### src/rtl/spi_master_gen_pkg.sv
// rtl/spi_master_gen_pkg.sv - shared FSM encoding, defaults and helpers for the SPI master
package spi_master_gen_pkg;

  localparam int DW_DEF  = 32;
  localparam int NCS_DEF = 4;

  typedef enum logic [1:0] {
    IDLE  = 2'd0,
    LEAD  = 2'd1,
    XFER  = 2'd2,
    TRAIL = 2'd3
  } state_t;

  // Keeps cs_sel at least one bit wide when only one slave exists.
  function automatic int cs_width(input int n);
    return (n > 1) ? $clog2(n) : 1;
  endfunction

endpackage

### src/rtl/spi_clkgen.sv
// rtl/spi_clkgen.sv - SCK half-period down-counter producing leading/trailing edge strobes
module spi_clkgen
  import spi_master_gen_pkg::*;
(
  input  logic       clk,
  input  logic       resetb,
  input  logic       start,
  input  logic       en,
  input  logic       xfer,
  input  logic [7:0] start_div,
  input  logic [7:0] div,
  output logic       tick,
  output logic       lead_edge,
  output logic       trail_edge
);

  logic [8:0] cnt;
  logic       phase;

  assign tick       = en && (cnt == 9'd0);
  assign lead_edge  = tick && xfer && !phase;
  assign trail_edge = tick && xfer && phase;

  // The first half-period is loaded one longer to absorb the capture cycle.
  always_ff @(posedge clk or negedge resetb) begin
    if (!resetb) begin
      cnt   <= '0;
      phase <= 1'b0;
    end else begin
      if (start) begin
        cnt <= {1'b0, start_div} + 9'd1;
      end else if (en) begin
        cnt <= (cnt == 9'd0) ? {1'b0, div} : cnt - 9'd1;
      end

      if (!xfer) begin
        phase <= 1'b0;
      end else if (tick) begin
        phase <= ~phase;
      end
    end
  end

endmodule

### src/rtl/spi_master_gen.sv
// rtl/spi_master_gen.sv - configurable SPI master: FSM, shift logic and chip-select control
module spi_master_gen
  import spi_master_gen_pkg::*;
#(
  parameter int DW  = DW_DEF,
  parameter int NCS = NCS_DEF
) (
  input  logic                     clk,
  input  logic                     resetb,
  input  logic                     wr,
  input  logic [DW-1:0]            din,
  input  logic [7:0]               divider,
  input  logic [5:0]               bits,
  input  logic                     cpol,
  input  logic                     cpha,
  input  logic                     lsb_first,
  input  logic [cs_width(NCS)-1:0] cs_sel,
  input  logic                     miso,
  output logic                     sck,
  output logic                     mosi,
  output logic [NCS-1:0]           cs_n,
  output logic                     busy,
  output logic                     done,
  output logic [DW-1:0]            dout
);

  state_t state, state_nxt;

  logic [DW-1:0]            din_q;
  logic [7:0]               div_q;
  logic [5:0]               n_q;
  logic                     cpol_q, cpha_q, lsb_q;
  logic [cs_width(NCS)-1:0] cs_q;
  logic [6:0]               ecnt;

  logic       start, en, xfer;
  logic       tick, lead_edge, trail_edge;
  logic [5:0] n_in, idx, nb;
  logic       sck_edge, last_edge, sample, shift;
  logic [NCS-1:0] cs_mask;

  function automatic logic bit_of(input logic [DW-1:0] w, input logic [5:0] b,
                                  input logic [5:0] n, input logic lsb);
    logic [DW-1:0] s;
    s = lsb ? (w >> b) : (w >> (n - 6'd1 - b));
    return s[0];
  endfunction

  spi_clkgen u_clkgen (
    .clk        (clk),
    .resetb     (resetb),
    .start      (start),
    .en         (en),
    .xfer       (xfer),
    .start_div  (divider),
    .div        (div_q),
    .tick       (tick),
    .lead_edge  (lead_edge),
    .trail_edge (trail_edge)
  );

  assign n_in      = (bits == 6'd0 || int'(bits) > DW) ? 6'(DW) : bits;
  assign idx       = ecnt[6:1];
  assign sck_edge  = lead_edge || trail_edge;
  assign last_edge = (ecnt == ({n_q, 1'b0} - 7'd1));
  assign sample    = cpha_q ? trail_edge : lead_edge;
  // Mode 0/2 pre-presents each bit on the previous trailing edge; the last one has no successor.
  assign shift     = cpha_q ? lead_edge : (trail_edge && (idx + 6'd1 != n_q));
  assign nb        = cpha_q ? idx : idx + 6'd1;
  assign cs_mask   = ~(NCS'(1) << cs_q);

  always_ff @(posedge clk or negedge resetb) begin
    if (!resetb) begin
      state <= IDLE;
    end else begin
      state <= state_nxt;
    end
  end

  always_comb begin
    state_nxt = state;
    case (state)
      IDLE:    if (wr) state_nxt = LEAD;
      LEAD:    if (tick) state_nxt = XFER;
      XFER:    if (trail_edge && last_edge) state_nxt = TRAIL;
      TRAIL:   if (tick) state_nxt = IDLE;
      default: state_nxt = IDLE;
    endcase
  end

  always_comb begin
    busy  = 1'b0;
    cs_n  = '1;
    start = 1'b0;
    en    = 1'b0;
    xfer  = 1'b0;
    case (state)
      IDLE:  start = wr;
      LEAD:  begin busy = 1'b1; cs_n = cs_mask; en = 1'b1; end
      XFER:  begin busy = 1'b1; cs_n = cs_mask; en = 1'b1; xfer = 1'b1; end
      TRAIL: begin busy = 1'b1; cs_n = cs_mask; en = 1'b1; end
      default: ;
    endcase
  end

  always_ff @(posedge clk or negedge resetb) begin
    if (!resetb) begin
      din_q  <= '0;
      div_q  <= '0;
      n_q    <= '0;
      cpol_q <= 1'b0;
      cpha_q <= 1'b0;
      lsb_q  <= 1'b0;
      cs_q   <= '0;
      ecnt   <= '0;
      sck    <= 1'b0;
      mosi   <= 1'b0;
      dout   <= '0;
      done   <= 1'b0;
    end else begin
      done <= (state == TRAIL) && tick;
      if (start) begin
        din_q  <= din;
        div_q  <= divider;
        n_q    <= n_in;
        cpol_q <= cpol;
        cpha_q <= cpha;
        lsb_q  <= lsb_first;
        cs_q   <= cs_sel;
        ecnt   <= '0;
        sck    <= cpol;
        mosi   <= bit_of(din, 6'd0, n_in, lsb_first);
      end else begin
        if (sck_edge) begin
          sck  <= ~sck;
          ecnt <= ecnt + 7'd1;
        end
        // dout keeps the previous result until the first new sample overwrites it.
        if (sample) begin
          if (idx == 6'd0) begin
            dout <= DW'(miso);
          end else if (lsb_q) begin
            dout <= dout | (DW'(miso) << idx);
          end else begin
            dout <= {dout[DW-2:0], miso};
          end
        end
        if (shift) begin
          mosi <= bit_of(din_q, nb, n_q, lsb_q);
        end
      end
    end
  end

  logic unused_cpol;
  assign unused_cpol = cpol_q;

endmodule
### config.mk
export PLATFORM = sky130hd
export DESIGN_NAME = spi_master_gen
export DESIGN_NICKNAME = d
export VERILOG_FILES = /design/src/rtl/spi_master_gen_pkg.sv /design/src/rtl/spi_clkgen.sv /design/src/rtl/spi_master_gen.sv
export SDC_FILE = /design/constraint.sdc
export NUM_CORES = 1
export LEC_CHECK = 0
export CORE_UTILIZATION = 29
export DETAILED_ROUTE_END_ITERATION = 16
export PLACE_DENSITY = 0.46
export SYNTH_ARGS = -nofsm -noshare
export SYNTH_HDL_FRONTEND = slang
export SYNTH_HIERARCHICAL = 1
export SYNTH_SLANG_ARGS = --single-unit
### constraint.sdc
create_clock -name clk -period 4.6 [get_ports clk]
set_input_delay 1.15 -clock clk [delete_from_list [all_inputs] [get_ports clk]]
set_output_delay 1.15 -clock clk [all_outputs]
set_load 0.005 [all_outputs]
**Yosys cells after proc, flatten, opt, wreduce, memory -nomap -nowiden**

Cells that the tools add are included.

- Output and inout port bits: 40
- Register bits: 104
- Input bits: 55

- $lt $le $gt $ge: 1
- Shift-type cells: 5
- Equal/unequal tests: 10
- Bitwise logic cells: 5
- Mux-type cells: 28
- $add $sub $neg: 8
- Reductions and logical operators: 20

Operators by type and width:

| operator | number |
|---|---|
| $shr 32x6->1 | 3 |
| $mux 32 | 2 |
| $or 32x32->32 | 1 |
| $shl 1x6->32 | 1 |
| $mux 9 | 3 |
| $mux 7 | 2 |
| $mux 1 | 13 |
| $logic_not 6->1 | 2 |
| $mux 6 | 2 |
| $sub 6x1->6 const B | 2 |
| $ne 2x2->1 const B | 5 |
| $add 8x1->9 const B | 1 |
| $logic_not 9->1 | 1 |
| $sub 9x1->9 const B | 1 |
| $mux 2 | 4 |
| $pmux 2 s4 | 1 |
| $add 7x1->7 const B | 1 |
| $eq 7x7->1 | 1 |
| $logic_and 1x1->1 | 7 |
| $sub 7x1->7 const B | 1 |
| $add 6x1->6 const B | 1 |
| $gt 6x6->1 const B | 1 |
| $ne 6x6->1 | 1 |
| $reduce_bool 2->1 | 3 |
| other kinds (13) | 17 |

**Longest topological paths before layout**

- Depth in word-level cells: 10
- Mapped depth: 14
- Mapped depth without buffers: 12

**Hierarchy**

Netlist, hierarchy kept.

Modules (own cells, without submodules):

| module | area each (um^2) | sequential area each (um^2) | times used | cells each |
|---|---|---|---|---|
| spi_master_gen | 5838.1 | 2352.3 | 1 | 702 |
| spi_clkgen | 830.8 | 250.2 | 1 | 96 |

**Worst setup path before layout**

OpenSTA, ideal clock, no wires.

- Path type: register to register
- Start point: reg ecnt[2]
- End point: reg mosi
- Slack: 1134 ps
- Period minus slack after synthesis: 3466 ps
- Required time: 4468 ps
- Path buffers: 1
- Library setup time: 132 ps
- Cell stages (with the launch flop): 13
- Data arrival time: 3334 ps
- Cells stage by stage: dfrtp_1 clkbuf_1 inv_1 ha_1 mux2i_4 fa_1 xnor2_1 a221o_1 a2111oi_0 nor4_1 mux4_2 a31oi_1 a311oi_1

- Word-level cells in the longest chain between the ends: 7
- Elaborated cells on any way between the ends: 12
- Those cells by class: 2 x add/sub; 1 x eq/ne; 2 x shift; 5 x mux; 2 x reduce/logical

Ends and longest elaborated chain:

| item | line | text |
|---|---|---|
| from (decl) | spi_master_gen.sv:34 | `logic [6:0] ecnt;` |
| from (signal assigned) | spi_master_gen.sv:136 | `ecnt <= ecnt + 7'd1;` |
| $add 6x1->6 | spi_master_gen.sv:68, spi_master_gen.sv:69 |  |
| $mux 6 | spi_master_gen.sv:69 | `assign nb = cpha_q ? idx : idx + 6'd1;` |
| $sub 6x6->6 | spi_master_gen.sv:45 | `s = lsb ? (w >> b) : (w >> (n - 6'd1 - b));` |
| $shr 32x6->1 | spi_master_gen.sv:45 |  |
| $mux 1 | spi_master_gen.sv:45 |  |
| $mux 1 | spi_master_gen.sv:148 | `if (shift) begin` |
| $mux 1 | spi_master_gen.sv:122 | `if (start) begin` |
| to (signal assigned) | spi_master_gen.sv:132 | `mosi <= bit_of(din, 6'd0, n_in, lsb_first);` |
| to (signal assigned) | spi_master_gen.sv:149 | `mosi <= bit_of(din_q, nb, n_q, lsb_q);` |
| to (decl) | spi_master_gen.sv:20 | `output logic mosi,` |

Several ways; a longest one is shown, not always the timed one. The select of a mux whose other input is x is not followed.
A chain may end at the register's enable or synchronous reset.

**Worst setup path after layout**

- Start point: reg ecnt[1]
- End point: reg mosi

The elaborated chain is that of the path after synthesis.

==> metrics.txt <==
Final Cycle Share=between 80 and 90%; routed len/inst=17.09 um; pre-CTS WS=459.2 ps; Inst Count DP=around 1100; CORE AREA=between 0.02 and 0.025 mm^2; port buffer count=94; FFs w/ async S/R, synth=100.0%; cell family with most CP delay=compound AO/OA/AOI/OAI gates; Die Span Y=153.6 um; YS warnings=6; Unique masters post-synth=72; post-synth top area share=between 30% and 40%; antenna violations before repair=0; First DRT Iteration DRCs=365; unrepaired setup endpoints after global routing=no; clock skew=15.28 ps; clk buf depth=2; Placed Instance Area=0.007831 mm^2; # clock sinks=104; critical path required time=4870 ps; FF+latch count, synth=104; Pre-antenna DRT Iters=11; reg2reg setup slack=500 ps; final setup vio count=0; Starting Density=29.55%; top cells by area, synth=dfrtp_1 (39%), o21ai_0 (7.5%), nand2_1 (7.5%), a21oi_1 (6.3%), ha_1 (3.2%); final worst setup slack=502.4 ps; largest net degree at the start of global routing=65; GRT overflow=0; P&R area growth vs syn=22.10%; clock root buffer master=clkbuf_16; hold crit path type=reg2reg; final hold vios=0; ANT nets after route=0; Synth Flop Type=dfrtp_1; first-pass GRT wire length=32430 um; IO Count=95; WP buf/inv=1; ant diodes=0; most common cell after layout, fill and taps aside=nand2_1; Slew Limit Fails=0; Post-synth EDFFs=0; Slew @ Worst Pin=1069 ps; Detailed Place HPWL=13850 um; Vias=5917; GPL Wtd Cong=0.8560; layout cells sized above 1=6.415%; CTS Hold Bufs=0; worst vdd ir=0.0001866 V; reg2reg start=ecnt[1]$_DFFE_PN0P_; Max H-tree Level=3; end of the worst register-to-register path=mosi$_DFFE_PN0P_; Avg Vias per Cell=5.110; Routed WL=around 20000 um; Worst Reg-to-Reg Cells=11; Die W=153.6 um; Non-Filler Instances=1158; commonest non-fill, non-tap cells in the layout=nand2_1 (133), dfrtp_1 (103), o21ai_0 (100), clkdlybuf4s50_1 (93), a21oi_1 (84); startpoint types=flop; leading area contributor after synthesis=dfrtp_1; Synth Instances=between 700 and 800; min Tclk post-route=4098 ps; setup tns final=0 ps; Critical Path Sink Type=flop; Final Util=36.08%; post-CTS setup buffers=0; worst-skew pair later-pin latency=370 ps; Num CTS Buffers=9; Pwr Total=around 1.9 mW; crit path from=ecnt[1]$_DFFE_PN0P_; WP data arrival=about 4400 ps; post-cts sizing count=0; Max Fclk=approximately 240 MHz; syn_area_per_cell=8.357 um^2; status=complete, but fails checks; die footprint=0.02361 mm^2; Final Instance Area=between 0.008 and 0.009 mm^2; Synth Cell Area=0.006669 mm^2; TritonCTS clock tree=yes; Leak Pwr=3.411 nW; failing checks=DRC; Crit path largest cell delay=800 ps; site row count=55; CTS clk-pin slew, worst paths=around 80 ps; vias in the first global route=approximately 5800; crit-path cells=xnor2_2 > inv_1 > ha_1 > fa_1 > xnor2_1 > a221oi_2 > a2111oi_0 > nor4_1 > mux4_2 > a31oi_1 > a311oi_1; Worst Setup EP=mosi$_DFFE_PN0P_; GRT Overall Usage=17.32%; total of max-cap violations=0; kind of critical path=reg2reg; slowest CP cell=xnor2_2; syn nets=871; sequential area share after synthesis=39.02%; Cell Pwr Density=~230 mW/mm^2; CP Max Fanout=18; Rel. slew slack=28.51%; worst hold slack=473.5 ps; final net count=between 900 and 1000; critical path depth=11; # DRC=2
how the worst min path moves through the flow:
stage,from,end,cells past startpoint
5_1_grt,din_q[21]$_DFFE_PN0P_,din_q[21]$_DFFE_PN0P_,2
3_5_place_dp,din_q[21]$_DFFE_PN0P_,din_q[21]$_DFFE_PN0P_,2
3_3_place_gp,div_q[2]$_DFFE_PN0P_,div_q[2]$_DFFE_PN0P_,2
6_report,din_q[21]$_DFFE_PN0P_,din_q[21]$_DFFE_PN0P_,2
4_1_cts,din_q[21]$_DFFE_PN0P_,din_q[21]$_DFFE_PN0P_,2
2_1_floorplan,div_q[2]$_DFFE_PN0P_,div_q[2]$_DFFE_PN0P_,2
synth_stat cells, drive strengths merged (10+ instances only):
cell type,n
xnor2,15
buf,13
nand2,133
o21ai,100
clkbuf,37
nor3,14
ha,17
inv,40
nand2b,10
a211oi,20
a21oi,85
xor2,19
nand3,18
a2111oi,16
dfrtp,104
mux2i,21
nor2,38
cell families after synthesis:
logic type	synth area share [%]
compound gates	23.25
xor+xnor	4.578
fa+ha+maj	3.490
buf+inv	6.172
flops	39.02
mux	4.859
simple gates	18.63
power by group:
part	switching, mW	internal [mW]
Sequential	0	0.913
Combinational	0.0838	0.0774
Clock	0.398	0.435
Total	0.481	1.43
flip-flops by register name, indices dropped and copies added, names as in the netlist, 2 cells and up:
register / cells
cs_q: 2
state: 2
n_q: 6
u_clkgen/cnt: 9
ecnt: 7
dout: 32
din_q: 32
div_q: 8
routing by layer:
layer / vias to the layer above / GRT usage [%] / wire length [um]
met2: 95 / 28.18 / 9275
li1: 2962 / - / -
met1: 2844 / 23.92 / 9694
met5: - / 0 / 0
met3: 16 / 2.762 / 578
met4: 0 / 4.238 / 243
cell type report:
type,instances,area [um^2]
fill,2374,14430
tap,285,356.6
inverter,40,150.1
timing repair buffer,110,1059
sequential,104,2604
clock buffer,9,225.2
clock inverter,7,86.33
multi-input combinational,603,3662
worst min-delay path, stage by stage, from the launching register on:
cell and delay, ps:
dfrtp_1 340, nand2_1 50, nand2_1 50
Note: power is estimated with default switching activity, not from simulation.
